--- src/rtl/riscv_pkg.sv ---
// Shared constants and small helpers for the RISC-V single-cycle datapath.
// Imported by the program counter and the other pipeline/state registers.
package riscv_pkg;

    localparam int XLEN = 32;
    localparam logic [31:0] RESET_VECTOR = 32'h0000_0000;
    localparam int INSTR_BYTES = 4;

    // Instruction fetch is word aligned; any set bit in the low two PC bits is misaligned.
    function automatic logic is_misaligned(input logic [1:0] pc_low);
        return (pc_low != 2'b00);
    endfunction

endpackage

--- src/rtl/dff_en_rst.sv ---
// Generic WIDTH-bit register with synchronous active-high reset and load enable.
// Reset has priority over enable; with enable low the register holds.
module dff_en_rst #(
    parameter int               WIDTH       = 32,
    parameter logic [WIDTH-1:0] RESET_VALUE = '0
) (
    input  logic             clk,
    input  logic             rst,
    input  logic             en,
    input  logic [WIDTH-1:0] d,
    output logic [WIDTH-1:0] q
);

    // State register: reset, then load, otherwise hold.
    always_ff @(posedge clk) begin
        if (rst) begin
            q <= RESET_VALUE;
        end else if (en) begin
            q <= d;
        end else begin
            q <= q;
        end
    end

endmodule

--- src/rtl/program_counter.sv ---
// Architectural PC register: loads the upstream next-PC on enabled edges and
// publishes PC+4 and a misalignment flag for the fetch stage.
module program_counter
    import riscv_pkg::*;
#(
    parameter int              XLEN         = riscv_pkg::XLEN,
    parameter logic [XLEN-1:0] RESET_VECTOR = XLEN'(riscv_pkg::RESET_VECTOR)
) (
    input  logic            CLK,
    input  logic            RST,
    input  logic            EN,
    input  logic [XLEN-1:0] Address,
    output logic [XLEN-1:0] out_Result,
    output logic [XLEN-1:0] out_PCPlus4,
    output logic            out_Misaligned
);

    localparam logic [XLEN-1:0] INSTR_INCR = XLEN'(INSTR_BYTES);

    logic [XLEN-1:0] pc_r;

    // The next-PC is taken verbatim; alignment is only reported, never enforced.
    dff_en_rst #(
        .WIDTH       (XLEN),
        .RESET_VALUE (RESET_VECTOR)
    ) u_pc_reg (
        .clk (CLK),
        .rst (RST),
        .en  (EN),
        .d   (Address),
        .q   (pc_r)
    );

    assign out_Result     = pc_r;
    // Carry-out is dropped so the top of the address space wraps to zero.
    assign out_PCPlus4    = pc_r + INSTR_INCR;
    assign out_Misaligned = is_misaligned(pc_r[1:0]);

endmodule

--- config.mk ---
export PLATFORM = sky130hd
export DESIGN_NAME = program_counter
export DESIGN_NICKNAME = d
export VERILOG_FILES = /design/src/rtl/riscv_pkg.sv /design/src/rtl/dff_en_rst.sv /design/src/rtl/program_counter.sv
export SDC_FILE = /design/constraint.sdc
export NUM_CORES = 1
export LEC_CHECK = 0
export CAP_MARGIN = 20
export CORE_UTILIZATION = 40
export CTS_BUF_LIST = sky130_fd_sc_hd__clkbuf_8
export CTS_CLUSTER_DIAMETER = 60
export DETAILED_ROUTE_END_ITERATION = 7
export GPL_ROUTABILITY_DRIVEN = 0
export PLACE_DENSITY = 0.84
export REMOVE_ABC_BUFFERS = 1
export SYNTH_ARGS = -nofsm -noshare
export SYNTH_HDL_FRONTEND = slang
export SYNTH_HIERARCHICAL = 1
export SYNTH_SLANG_ARGS = --single-unit
--- constraint.sdc ---
create_clock -name CLK -period 2.7 [get_ports CLK]
set_input_delay 0.27 -clock CLK [delete_from_list [all_inputs] [get_ports CLK]]
set_output_delay 0.27 -clock CLK [all_outputs]
set_load 0.005 [all_outputs]
## Word-level counts from Yosys, hierarchy flattened

Index checks and enable logic that the tools add are counted.

- Word-level logic and storage cells: 3
- Output and inout bits: 65
- Input bits: 35
- Register bits: 32

- Reductions and logical operators: 1
- $add $sub $neg: 1

Operators with widths:

| operator | count |
|---|---|
| 32-bit by 3-bit adder with 32-bit output, second input constant | 1 |
| 2-bit nonzero test | 1 |

## Depth between registers and ports, before layout

- Depth in word-level cells: 1
- Depth in mapped cells: 5
- Depth with buffers taken out: 5

## By module

Netlist, hierarchy kept.

By module, submodules not included:

| module | area each (um2) | seq. area each (um2) | times used | cells each |
|---|---|---|---|---|
| dff_en_rst | 1163.6 | 640.6 | 1 | 103 |
| program_counter | 586.8 | 0.0 | 1 | 84 |

## Least setup slack after synthesis

Ideal clock, no wire load.

- Path kind: register to output
- Start: register u_pc_reg.q[2]
- End: output out_PCPlus4[28]
- Stages on the path, launching flop included: 6
- Arrival time: 1458 ps
- Slack: 972 ps
- Data required time: 2430 ps
- Path buffers: 0
- Path through: dfxtp_1 ha_1 nand3_1 nor4_4 nand4_1 xnor2_1

- Cells in the longest elaborated chain, start to end: 1

Ends and longest elaborated chain:

| item | RTL line | RTL |
|---|---|---|
| from (decl) | dff_en_rst.sv:11 | `output logic [WIDTH-1:0] q` |
| from (signal assigned) | dff_en_rst.sv:21 | `q <= q;` |
| 32-bit by 3-bit adder with 32-bit output | program_counter.sv:36 | `assign out_PCPlus4 = pc_r + INSTR_INCR;` |
| to (decl) | program_counter.sv:14 | `output logic [XLEN-1:0] out_PCPlus4,` |

No other way between the ends.

## Worst setup path in the final report

- Start: register u_pc_reg.q[2]
- End: output out_PCPlus4[24]

Same word-level chain as after synthesis.

==> results <==
- The number of antenna violations at the first check in global routing is 0.
- In this run, the number of DRC markers left after iteration 0 of detailed routing was 96.
- The launch point of the worst reg-to-reg path is u_pc_reg/q[22]$_SDFFE_PP0P_.
- Across the run, the number of max-cap violations was 0.
- The number of routed nets with antenna violations is 0.
- The die outline width is 68.2 um.
- The critical hold path startpoint is u_pc_reg/q[3]$_SDFFE_PP0P_.
- The critical setup path kind is flop to output port.
- Setup violations remaining at the end of the flow were counted as 0.
- The global routing usage on met2 is 0.358.
- The post-synthesis sequential area ratio is 0.366.
- The number of max-slew violations in the final report was 0.
- For this design the ratio of total power to cell area is 409 nW/um^2.
- The maximum fanout along the worst path is 8.
- The overall die area is 4640 sq um.
- The root buffer cell chosen for the clock tree is sky130_fd_sc_hd__clkbuf_8.
- The count of nets after finishing is 325.
- The peak clock frequency supported by timing is 395 MHz.
- The starting utilization of the core area is 0.428.
- The endpoint class of the critical path is an output port.
- The design draws 1.17 mW.
- After clock tree synthesis, the clock-pin slew on the worst setup and hold paths is 60 ps.
- The static power due to leakage is 1.17 nW.
- TritonCTS built the clock tree.
- The number of H-tree branching levels is 2.
- The worst clock skew is 0 ps.
- The number of antenna cells inserted is 0.
- The largest registers in the layout are u_pc_reg/q x32.
- The flow ran to the end, and the final reports show no timing, DRC or antenna violations.
- Of the post-synthesis cell area, the dominant cell type holds 0.366.
- In this run, post-CTS hold repair placed 0 buffers.
- The clock passes through at most 2 buffers.
- The number of distinct library cell variants in the gate-level netlist after synthesis is 23.
- The floorplan has 23 rows.
- The number of remaining DRC errors is 0.
- The first global-routing pass estimated 7130 um of wire.
- At the pin with the least slew margin, the transition time is 942 ps.
- The time the final worst path needs with I/O delays and setup is 2530 ps.
- The floorplan step set the die height to 68.2 um.
- The met3 layer usage reported by global route is 0.0700.
- The post-DP HPWL is 3300 um.
- The number of hold violations in the final report is 0.
- Adding up every negative setup slack in the final design gives 0 ps.
- The cell type with the highest aggregate area in the netlist is sky130_fd_sc_hd__dfxtp_1.
- The launch point of the critical path is u_pc_reg/q[2]$_SDFFE_PP0P_.
- Setup repair after global routing left no endpoint under its margin.
- The area of the core is 4090 sq um.
- In the final layout, the share of cells above drive strength 1 is 0.107.
- The most common flop cell mapped by yosys is sky130_fd_sc_hd__dfxtp_1.
- Entering global routing, the biggest net connects 33 pins.
- Across the VDD grid, the largest voltage drop is 308 uV.
- The number of clock sinks is 32.
- The share of the clock period used by the worst path after layout is 0.937.
- The total overflow left after global routing is 0.
- The later pin in the worst-skew pair is clocked with a latency of 280 ps.
- The global routing stage identified its most utilized layer as met2.
- STA puts the critical path data required time at 2430 ps.
- The per-instance average area after synthesis is 9.36 sq um.
- Counting flops and latches in the post-synthesis netlist gives 32.
- The path class of the tightest hold or removal check is flop to flop.
- The register with the most flip-flops in the layout has 32 of them.
- Ranked by total cell area, the synthesized netlist is headed by sky130_fd_sc_hd__dfxtp_1 37%, sky130_fd_sc_hd__mux2i_1 18%, sky130_fd_sc_hd__xnor2_1 11%.
- The number of port buffers is 99.
- The detailed-route wire length per cell is 13.4 um.
- Synthesis produced 187 cells.
- Counting flops with a built-in enable in the synthesized netlist gives 0.
- The worst slew slack as a fraction of its limit is 0.372.
- u_pc_reg/q holds more flip-flops than any other register.
- The number of warnings issued by yosys is 6.
- Using the TritonRoute via totals, the vias-per-cell ratio works out to 4.91.
- The count of vias placed by the detailed router is 1668.
- The number of global-route vias before repair is 1563.
- The pre-antenna-repair detailed-routing pass consisted of 4 iterations.
- The proportion of register bits with asynchronous set or reset after synthesis is 0.
- The critical path arrival is 2260 ps.
- Counting the buffers created by CTS gives 5.
- In the synthesized netlist, the cells that appear most often are 39 x sky130_fd_sc_hd__nor2_1, 32 x sky130_fd_sc_hd__dfxtp_1, 32 x sky130_fd_sc_hd__mux2i_1, 21 x sky130_fd_sc_hd__xnor2_1.
- The layout-stage area growth over the synthesis result is 63.5%.
- For met1 alone, demand over resource in global routing was 0.236.
- The cell area that synthesis handed to floorplanning was 1750 sq um.
- For this run, the total global-route usage over all layers was measured as 0.208.
- The most frequent cell after synthesis is sky130_fd_sc_hd__nor2_1.
- The kind of start point of the critical path is a flop.
- The total detailed-routing wirelength is 4560 um.
- During I/O placement, the number of pins put on the boundary was 100.
cell usage in the layout, fill, tap and decap left out, types with 5 or more instances in the layout:
cell type,n
sky130_fd_sc_hd__nand3_1,8
sky130_fd_sc_hd__nand4_1,9
sky130_fd_sc_hd__xnor2_1,21
sky130_fd_sc_hd__clkdlybuf4s50_1,97
sky130_fd_sc_hd__nor2_1,39
sky130_fd_sc_hd__xor2_1,7
sky130_fd_sc_hd__mux2i_1,32
sky130_fd_sc_hd__dfxtp_1,24
sky130_fd_sc_hd__dfxtp_2,8
sky130_fd_sc_hd__clkbuf_8,6
sky130_fd_sc_hd__buf_4,5
sky130_fd_sc_hd__nand2_1,10
kinds of logic after synthesis:
kind of cell	Yosys count	share of synthesized area
fa+ha+maj	1	0.00715
xor+xnor	28	0.140
mux	32	0.183
simple gates	83	0.244
flops	32	0.366
buf+inv	11	0.0600
final timing paths:
path	end	slack (ps)	depth (start not counted)
worst max-delay path	out_PCPlus4[24]	170	7
worst min-delay path	u_pc_reg/q[3]$_SDFFE_PP0P_	540	2
worst max register to register	u_pc_reg/q[22]$_SDFFE_PP0P_	1950	2
worst min register to register	u_pc_reg/q[3]$_SDFFE_PP0P_	540	2
layer usage:
metal / part of all wire / vias up / routed length [um]
met4: 0.0064 / 0 / 29
met5: 0 / - / 0
met1: 0.43 / 767 / 1940
li1: - / 837 / -
met2: 0.50 / 58 / 2260
met3: 0.072 / 6 / 327
metrics by stage:
stage	std cells	cell area [sq um]	util	setup WS (ps)	hold WS, ps
floorplan	178	1650	-	972	342
global placement	328	2710	0.663	295	524
detailed placement	328	2710	0.663	216	548
CTS	340	2830	0.694	10.7	557
global route	340	2860	0.700	0.207	588
finish	340	2860	0.700	170	544
worst max-delay path, stage by stage (launching register included):
cell                              delay (ps)
sky130_fd_sc_hd__dfxtp_2                 370
sky130_fd_sc_hd__ha_2                    220
sky130_fd_sc_hd__nand3_4                 120
sky130_fd_sc_hd__nor4_4                  290
sky130_fd_sc_hd__buf_4                   200
sky130_fd_sc_hd__nand4_1                 120
sky130_fd_sc_hd__xnor2_1                 150
sky130_fd_sc_hd__clkdlybuf4s50_1         510
cell type report:
| class | instances | area (sq um) |
|---|---|---|
| sequential | 32 | 651 |
| multi-input combinational | 144 | 1020 |
| clock buffer | 6 | 82.6 |
| inverter | 2 | 7.51 |
| clock inverter | 2 | 7.51 |
| timing repair buffer | 104 | 1030 |
| tap | 50 | 62.6 |
| fill | 321 | 1220 |
power by group:
part,total (mW),internal [mW],switching (mW)
sequential,0.546,0.502,0.0440
combinational,0.258,0.179,0.0787
clock,0.366,0.200,0.166
repair_timing:
| action | 4_1_cts | 5_1_grt |
|---|---|---|
| setup buffers | 4 | 0 |
| resized for setup | 1 | 12 |
| pin swaps | 2 | 1 |
| cloned | 0 | 0 |
| setup endpoints to repair | 6 | 11 |
No activity file was read; power rests on OpenSTA's default activity.
